==> config.mk <==
export PLATFORM = sky130hd
export DESIGN_NAME = rotary_encoder_emulator
export DESIGN_NICKNAME = d
export VERILOG_FILES = /design/src/rtl/rotary_pkg.sv /design/src/rtl/rotary_step_counter.sv /design/src/rtl/rotary_encoder_emulator.sv
export SDC_FILE = /design/constraint.sdc
export NUM_CORES = 1
export LEC_CHECK = 0
export CAP_MARGIN = 15
export CORE_MARGIN = 1.5
export CORE_UTILIZATION = 60
export DETAILED_ROUTE_END_ITERATION = 8
export GPL_TIMING_DRIVEN = 0
export MAX_ROUTING_LAYER = met4
export PLACE_DENSITY = 0.92
export SLEW_MARGIN = 25
export SYNTH_ARGS = -nofsm -noshare
export SYNTH_HDL_FRONTEND = slang
export SYNTH_SLANG_ARGS = --single-unit
export TNS_END_PERCENT = 10
==> constraint.sdc <==
create_clock -name clk -period 5.7 [get_ports clk]
set_input_delay 0.57 -clock clk [delete_from_list [all_inputs] [get_ports clk]]
set_output_delay 0.57 -clock clk [all_outputs]
set_load 0.02 [all_outputs]
==> src/rtl/rotary_pkg.sv <==
// Shared rotary-encoder definitions: FSM states and the (clk,dt) line levels per phase and direction.
// Levels are packed as {clk, dt}; both lines are active low and idle high.
package rotary_pkg;

  typedef enum logic [2:0] {
    ST_IDLE = 3'd0,
    ST_PH1  = 3'd1,
    ST_PH2  = 3'd2,
    ST_PH3  = 3'd3,
    ST_PH4  = 3'd4,
    ST_GAP  = 3'd5
  } rotary_state_t;

  localparam logic [1:0] IDLE_LEVEL = 2'b11;

  localparam logic [1:0] UP_PH1_LEVEL = 2'b10;
  localparam logic [1:0] UP_PH2_LEVEL = 2'b00;
  localparam logic [1:0] UP_PH3_LEVEL = 2'b01;
  localparam logic [1:0] UP_PH4_LEVEL = 2'b11;

  localparam logic [1:0] DN_PH1_LEVEL = 2'b01;
  localparam logic [1:0] DN_PH2_LEVEL = 2'b00;
  localparam logic [1:0] DN_PH3_LEVEL = 2'b10;
  localparam logic [1:0] DN_PH4_LEVEL = 2'b11;

  function automatic logic [1:0] phase_level(input rotary_state_t st, input logic dir_up);
    logic [1:0] lvl;
    lvl = IDLE_LEVEL;
    case (st)
      ST_PH1:  lvl = dir_up ? UP_PH1_LEVEL : DN_PH1_LEVEL;
      ST_PH2:  lvl = dir_up ? UP_PH2_LEVEL : DN_PH2_LEVEL;
      ST_PH3:  lvl = dir_up ? UP_PH3_LEVEL : DN_PH3_LEVEL;
      ST_PH4:  lvl = dir_up ? UP_PH4_LEVEL : DN_PH4_LEVEL;
      default: lvl = IDLE_LEVEL;
    endcase
    return lvl;
  endfunction

  // Level held just before entering a phase; differs from the phase level in exactly one line.
  function automatic logic [1:0] prev_level(input rotary_state_t st, input logic dir_up);
    logic [1:0] lvl;
    lvl = IDLE_LEVEL;
    case (st)
      ST_PH2:  lvl = phase_level(ST_PH1, dir_up);
      ST_PH3:  lvl = phase_level(ST_PH2, dir_up);
      ST_PH4:  lvl = phase_level(ST_PH3, dir_up);
      default: lvl = IDLE_LEVEL;
    endcase
    return lvl;
  endfunction

endpackage

==> src/rtl/rotary_step_counter.sv <==
// Saturating signed pending-step counter; a consume is applied before the new request is range-checked.
module rotary_step_counter #(
  parameter int PEND_W = 4
) (
  input  logic                     clk,
  input  logic                     res,
  input  logic                     up,
  input  logic                     dn,
  input  logic                     consume,
  output logic signed [PEND_W-1:0] pend,
  output logic                     nonzero,
  output logic                     sign,
  output logic                     dropped
);

  localparam logic signed [PEND_W-1:0] ONE   = PEND_W'(1);
  localparam logic signed [PEND_W-1:0] P_MAX = PEND_W'((2 ** (PEND_W - 1)) - 1);
  localparam logic signed [PEND_W-1:0] N_MAX = -P_MAX;

  logic signed [PEND_W-1:0] pend_reg, pend_next, base;
  logic                     dropped_reg, dropped_next;

  always_comb begin
    base         = pend_reg;
    pend_next    = pend_reg;
    dropped_next = 1'b0;
    // Consume moves one step toward zero before the request is judged.
    if (consume) begin
      base = pend_reg[PEND_W-1] ? (pend_reg + ONE) : (pend_reg - ONE);
    end
    pend_next = base;
    if (up && !dn) begin
      if (base == P_MAX) dropped_next = 1'b1;
      else               pend_next    = base + ONE;
    end else if (dn && !up) begin
      if (base == N_MAX) dropped_next = 1'b1;
      else               pend_next    = base - ONE;
    end
  end

  always_ff @(posedge clk) begin
    if (res) begin
      pend_reg    <= '0;
      dropped_reg <= 1'b0;
    end else begin
      pend_reg    <= pend_next;
      dropped_reg <= dropped_next;
    end
  end

  assign pend    = pend_reg;
  assign nonzero = (pend_reg != '0);
  assign sign    = pend_reg[PEND_W-1];
  assign dropped = dropped_reg;

endmodule

==> src/rtl/rotary_encoder_emulator.sv <==
// Quadrature detent generator driving active-low rotary_clk/rotary_dt from buffered step requests.
// Optional ROTARY_BOUNCE_EN adds contact-bounce chatter on the changing line at each phase entry.
module rotary_encoder_emulator
  import rotary_pkg::*;
#(
  parameter int PHASE_CYCLES = 10000,
  parameter int GAP_CYCLES   = 48000,
  parameter int PEND_W       = 4
) (
  input  logic clk,
  input  logic res,
  input  logic step_up,
  input  logic step_dn,
  output logic rotary_clk,
  output logic rotary_dt,
  output logic busy,
  output logic step_done,
  output logic dropped
);

  localparam int CNT_MAX = (PHASE_CYCLES > GAP_CYCLES) ? PHASE_CYCLES : GAP_CYCLES;
  localparam int CNT_W   = $clog2(CNT_MAX + 1);
  localparam logic [CNT_W-1:0] PH_LAST  = CNT_W'(PHASE_CYCLES - 1);
  localparam logic [CNT_W-1:0] GAP_LAST = CNT_W'(GAP_CYCLES - 1);

  rotary_state_t    state_reg, state_next;
  logic [CNT_W-1:0] cnt_reg, cnt_next;
  logic             dir_reg, dir_next;
  logic [1:0]       lvl_reg, lvl_next;
  logic             busy_reg, done_reg, done_next;
  logic             consume, pend_nonzero, pend_sign;
  logic signed [PEND_W-1:0] pend_unused;

  rotary_step_counter #(.PEND_W(PEND_W)) u_step_counter (
    .clk     (clk),
    .res     (res),
    .up      (step_up),
    .dn      (step_dn),
    .consume (consume),
    .pend    (pend_unused),
    .nonzero (pend_nonzero),
    .sign    (pend_sign),
    .dropped (dropped)
  );

  always_comb begin
    state_next = state_reg;
    cnt_next   = cnt_reg + 1'b1;
    dir_next   = dir_reg;
    consume    = 1'b0;
    done_next  = 1'b0;
    case (state_reg)
      ST_IDLE: begin
        cnt_next = '0;
        if (pend_nonzero) begin
          state_next = ST_PH1;
          dir_next   = ~pend_sign;
          consume    = 1'b1;
        end
      end
      ST_PH1: if (cnt_reg == PH_LAST) begin state_next = ST_PH2; cnt_next = '0; end
      ST_PH2: if (cnt_reg == PH_LAST) begin state_next = ST_PH3; cnt_next = '0; end
      ST_PH3: if (cnt_reg == PH_LAST) begin state_next = ST_PH4; cnt_next = '0; end
      ST_PH4: if (cnt_reg == PH_LAST) begin state_next = ST_GAP; cnt_next = '0; end
      ST_GAP: begin
        if (cnt_reg == GAP_LAST) begin
          state_next = ST_IDLE;
          cnt_next   = '0;
          done_next  = 1'b1;
        end
      end
      default: begin
        state_next = ST_IDLE;
        cnt_next   = '0;
      end
    endcase

    lvl_next = phase_level(state_next, dir_next);
`ifdef ROTARY_BOUNCE_EN
    // Odd cycles 1 and 3 of a phase revert the changing line to its previous level.
    if ((state_next inside {ST_PH1, ST_PH2, ST_PH3, ST_PH4}) &&
        (cnt_next < CNT_W'(4)) && cnt_next[0]) begin
      lvl_next = lvl_next ^ (lvl_next ^ prev_level(state_next, dir_next));
    end
`endif
  end

  always_ff @(posedge clk) begin
    if (res) begin
      state_reg <= ST_IDLE;
      cnt_reg   <= '0;
      dir_reg   <= 1'b0;
      lvl_reg   <= IDLE_LEVEL;
      busy_reg  <= 1'b0;
      done_reg  <= 1'b0;
    end else begin
      state_reg <= state_next;
      cnt_reg   <= cnt_next;
      dir_reg   <= dir_next;
      lvl_reg   <= lvl_next;
      busy_reg  <= (state_next != ST_IDLE);
      done_reg  <= done_next;
    end
  end

  assign rotary_clk = lvl_reg[1];
  assign rotary_dt  = lvl_reg[0];
  assign busy       = busy_reg;
  assign step_done  = done_reg;

endmodule

==> impl_metrics.yaml <==
status:
  outcome: "completed"
power:
  switchingPower_w: 0.000375
  swShare: 0.423
  internal_power_w: 0.000512
  peakVddDrop_uv: 372
  p_leak_nw: 0.705
  power_w: 0.000887
  p_per_area_nw_per_um2: 470
  p_clk_frac: 0.165
  p_seq_frac: 0.290
  pwr-share-comb: 0.545
timing:
  clock.fmax_ghz: 0.310
  max-slew-margin-rel: 0.578
  finalHoldViolations: 0
  finClkSkew_ns: 0.00293
  fin_setup_tns_ns: 0
  slew_viol_final: 0
  final.period_utilization: 0.565
  fin_crit_ns: 3.22
  finalSetupViolCount: 0
  worstMarginPinSlew_ns: 0.629
  rsz0062_at_grt: "false"
clock_tree:
  numCtsBuffers: 5
  clk_latency_ns: 0.33
  clkTransAtPathRegs_ns: 0.09
  hold_buffers: 0
  clock-root-buffer: "clkbuf_4"
  cts_resized: 0
  postCtsSetupRepairBufs: 0
  clock_path_buffers: 2
  htreeDepth: 2
  cts_tree: "built"
  cts_sinks: 29
final_layout:
  finalNetCount: 232
  stdcell_area_sq_um: 1890
  largest_register_ffs: 16
  drive_above_1_share: 0.0814
  num_antenna_cells: 0
  layout.cells.non_filler: 252
  nFillCells: 223
  area_delta_synth_final_pct: 11.1
placed_design:
  placed_area_sq_um: 1820
  dpl.cell_count: 244
  dp_hpwl_um: 2390
  place_congestion: 0.904
  io_buffer_count: 8
logic_synthesis:
  synth_edf_count: 0
  netlist_area_sq_um: 1700
  syn-instance-count: 205
  synth_cell_type_count: 50
  synthesis.nets: 217
  async_reset_ff_frac: 0
  yosysWarningCount: 0
  synth-main-ff-cell: "dfxtp_1"
  ys_seq_area_frac: 0.342
  synth-seq-cells: 29
  avgSynthCellArea_sq_um: 8.28
worst_setup_path:
  cp-end-kind: "flop"
  critPathKind: "flop to flop"
  required_ns: 5.93
  arrival_ns: 3.45
  path_max_fanout: 6
  cp-start-kind: "flop"
route:
  first_pass_iters: 5
  drc: 0
  wire_per_inst_um: 13.4
  drt-vias-per-instance: 5.92
  first_iter_violations: 59
  postRouteAntennaNets: 0
  drt-total-wl_um: 3380
  vias: 1491
global_route:
  grt_pass1_vias: 1382
  grt_start_max_net_pins: 11
  track_usage: 0.238
  grt_remaining_overflow: 0
  antenna_found_initial: 0
  grt_first_pass_wirelength_um: 5830
min_path:
  min_path_type: "flop to flop"
floorplanning:
  die_h_um: 56.2
  start_util: 0.627
  die_w_um: 56.2
  core_area_sq_um: 2710
  rows: 19
  dieArea_sq_um: 3160
  pin_count: 9
job:
  maxCapViolations: 0
## synth_stat cells (all sizes together) (3+ instances only)
| cell | count | share of area |
|---|---|---|
| a21boi | 4 | 0.018 |
| a21oi | 9 | 0.029 |
| a2bb2oi | 3 | 0.015 |
| and3 | 4 | 0.015 |
| buf | 4 | 0.023 |
| dfxtp | 29 | 0.34 |
| ha | 7 | 0.052 |
| inv | 13 | 0.029 |
| mux2i | 3 | 0.018 |
| nand2 | 8 | 0.018 |
| nand3 | 6 | 0.018 |
| nand4 | 6 | 0.022 |
| nor2 | 40 | 0.088 |
| nor2b | 3 | 0.011 |
| nor3 | 6 | 0.021 |
| o21ai | 9 | 0.031 |
| xnor2 | 8 | 0.041 |
| xor2 | 7 | 0.036 |
## power groups by stage
stage / clock [W] / sequential, W / combinational [W]
after floorplan: 0 / 0.000269 / 0.000365
after global placement: 0 / 0.000260 / 0.000460
after detailed placement: 0 / 0.000262 / 0.000476
after CTS: 0.000148 / 0.000257 / 0.000480
after global routing: 0.000156 / 0.000262 / 0.000538
final: 0.000146 / 0.000258 / 0.000483
## logic make-up (layout without fill, tap and decap cells)
kind of cell,after synthesis,count (layout),synth area share
compound gates,42,42,0.178
xor+xnor,15,15,0.0774
fa+ha+maj,8,8,0.0634
buf+inv,19,35,0.0560
flops,29,29,0.342
mux,5,5,0.0310
simple gates,87,87,0.253
## routing by layer
metal | global-route usage | share of wire
met1 | 0.282 | 0.44
met2 | 0.392 | 0.49
met3 | 0.0419 | 0.060
met4 | 0.112 | 0.013
met5 | - | 0
## layout make-up
cell class,count,area [sq um],area share
Buffer,6,46.3,0.0245
Sequential cell,29,581,0.308
Multi-Input combinational cell,157,1020,0.542
Inverter,13,48.8,0.0259
Clock buffer,7,65.1,0.0345
Clock inverter,1,5.00,0.00265
Timing Repair Buffer,8,80.1,0.0424
Tap cell,31,38.8,0.0206
## worst paths after layout
| kind | start | endpoint | slack, ns | cells past startpoint |
|---|---|---|---|---|
| max | u_step_counter.pend[3]$_SDFF_PP0_ | u_step_counter.pend[0]$_SDFF_PP0_ | 2.48 | 11 |
| min | cnt_reg[0]$_SDFF_PP0_ | cnt_reg[0]$_SDFF_PP0_ | 0.47 | 1 |
| max reg2reg | u_step_counter.pend[3]$_SDFF_PP0_ | u_step_counter.pend[0]$_SDFF_PP0_ | 2.48 | 11 |
| min reg2reg | cnt_reg[0]$_SDFF_PP0_ | cnt_reg[0]$_SDFF_PP0_ | 0.47 | 1 |
## placed cells by master, fill, tap and decap left out, types with 6 or more instances in the layout
cell type	n
dfxtp_1	29
inv_1	13
xor2_1	7
nor2_1	40
a21oi_1	8
xnor2_1	8
nand3_1	6
nand2_1	8
o21ai_0	7
nand4_1	6
clkdlybuf4s50_1	8
ha_1	7
## metrics by stage
stage	setup slack [ns]	hold WS (ns)	util
2_1_floorplan	3.04	0.430	-
3_3_place_gp	2.69	0.445	0.670
3_5_place_dp	2.54	0.457	0.670
4_1_cts	2.50	0.478	0.696
5_1_grt	2.17	0.491	0.696
6_report	2.48	0.473	0.696
## critical path, stage by stage, from the launching register on
cell	delay, ns
dfxtp_1	0.36
inv_1	0.17
ha_1	0.20
nor3b_1	0.54
or2_4	0.26
a2bb2oi_1	0.52
inv_1	0.11
ha_1	0.26
inv_1	0.10
o31ai_1	0.11
a2bb2oi_1	0.16
mux2_1	0.32
No activity file was read; power rests on OpenSTA's default activity.
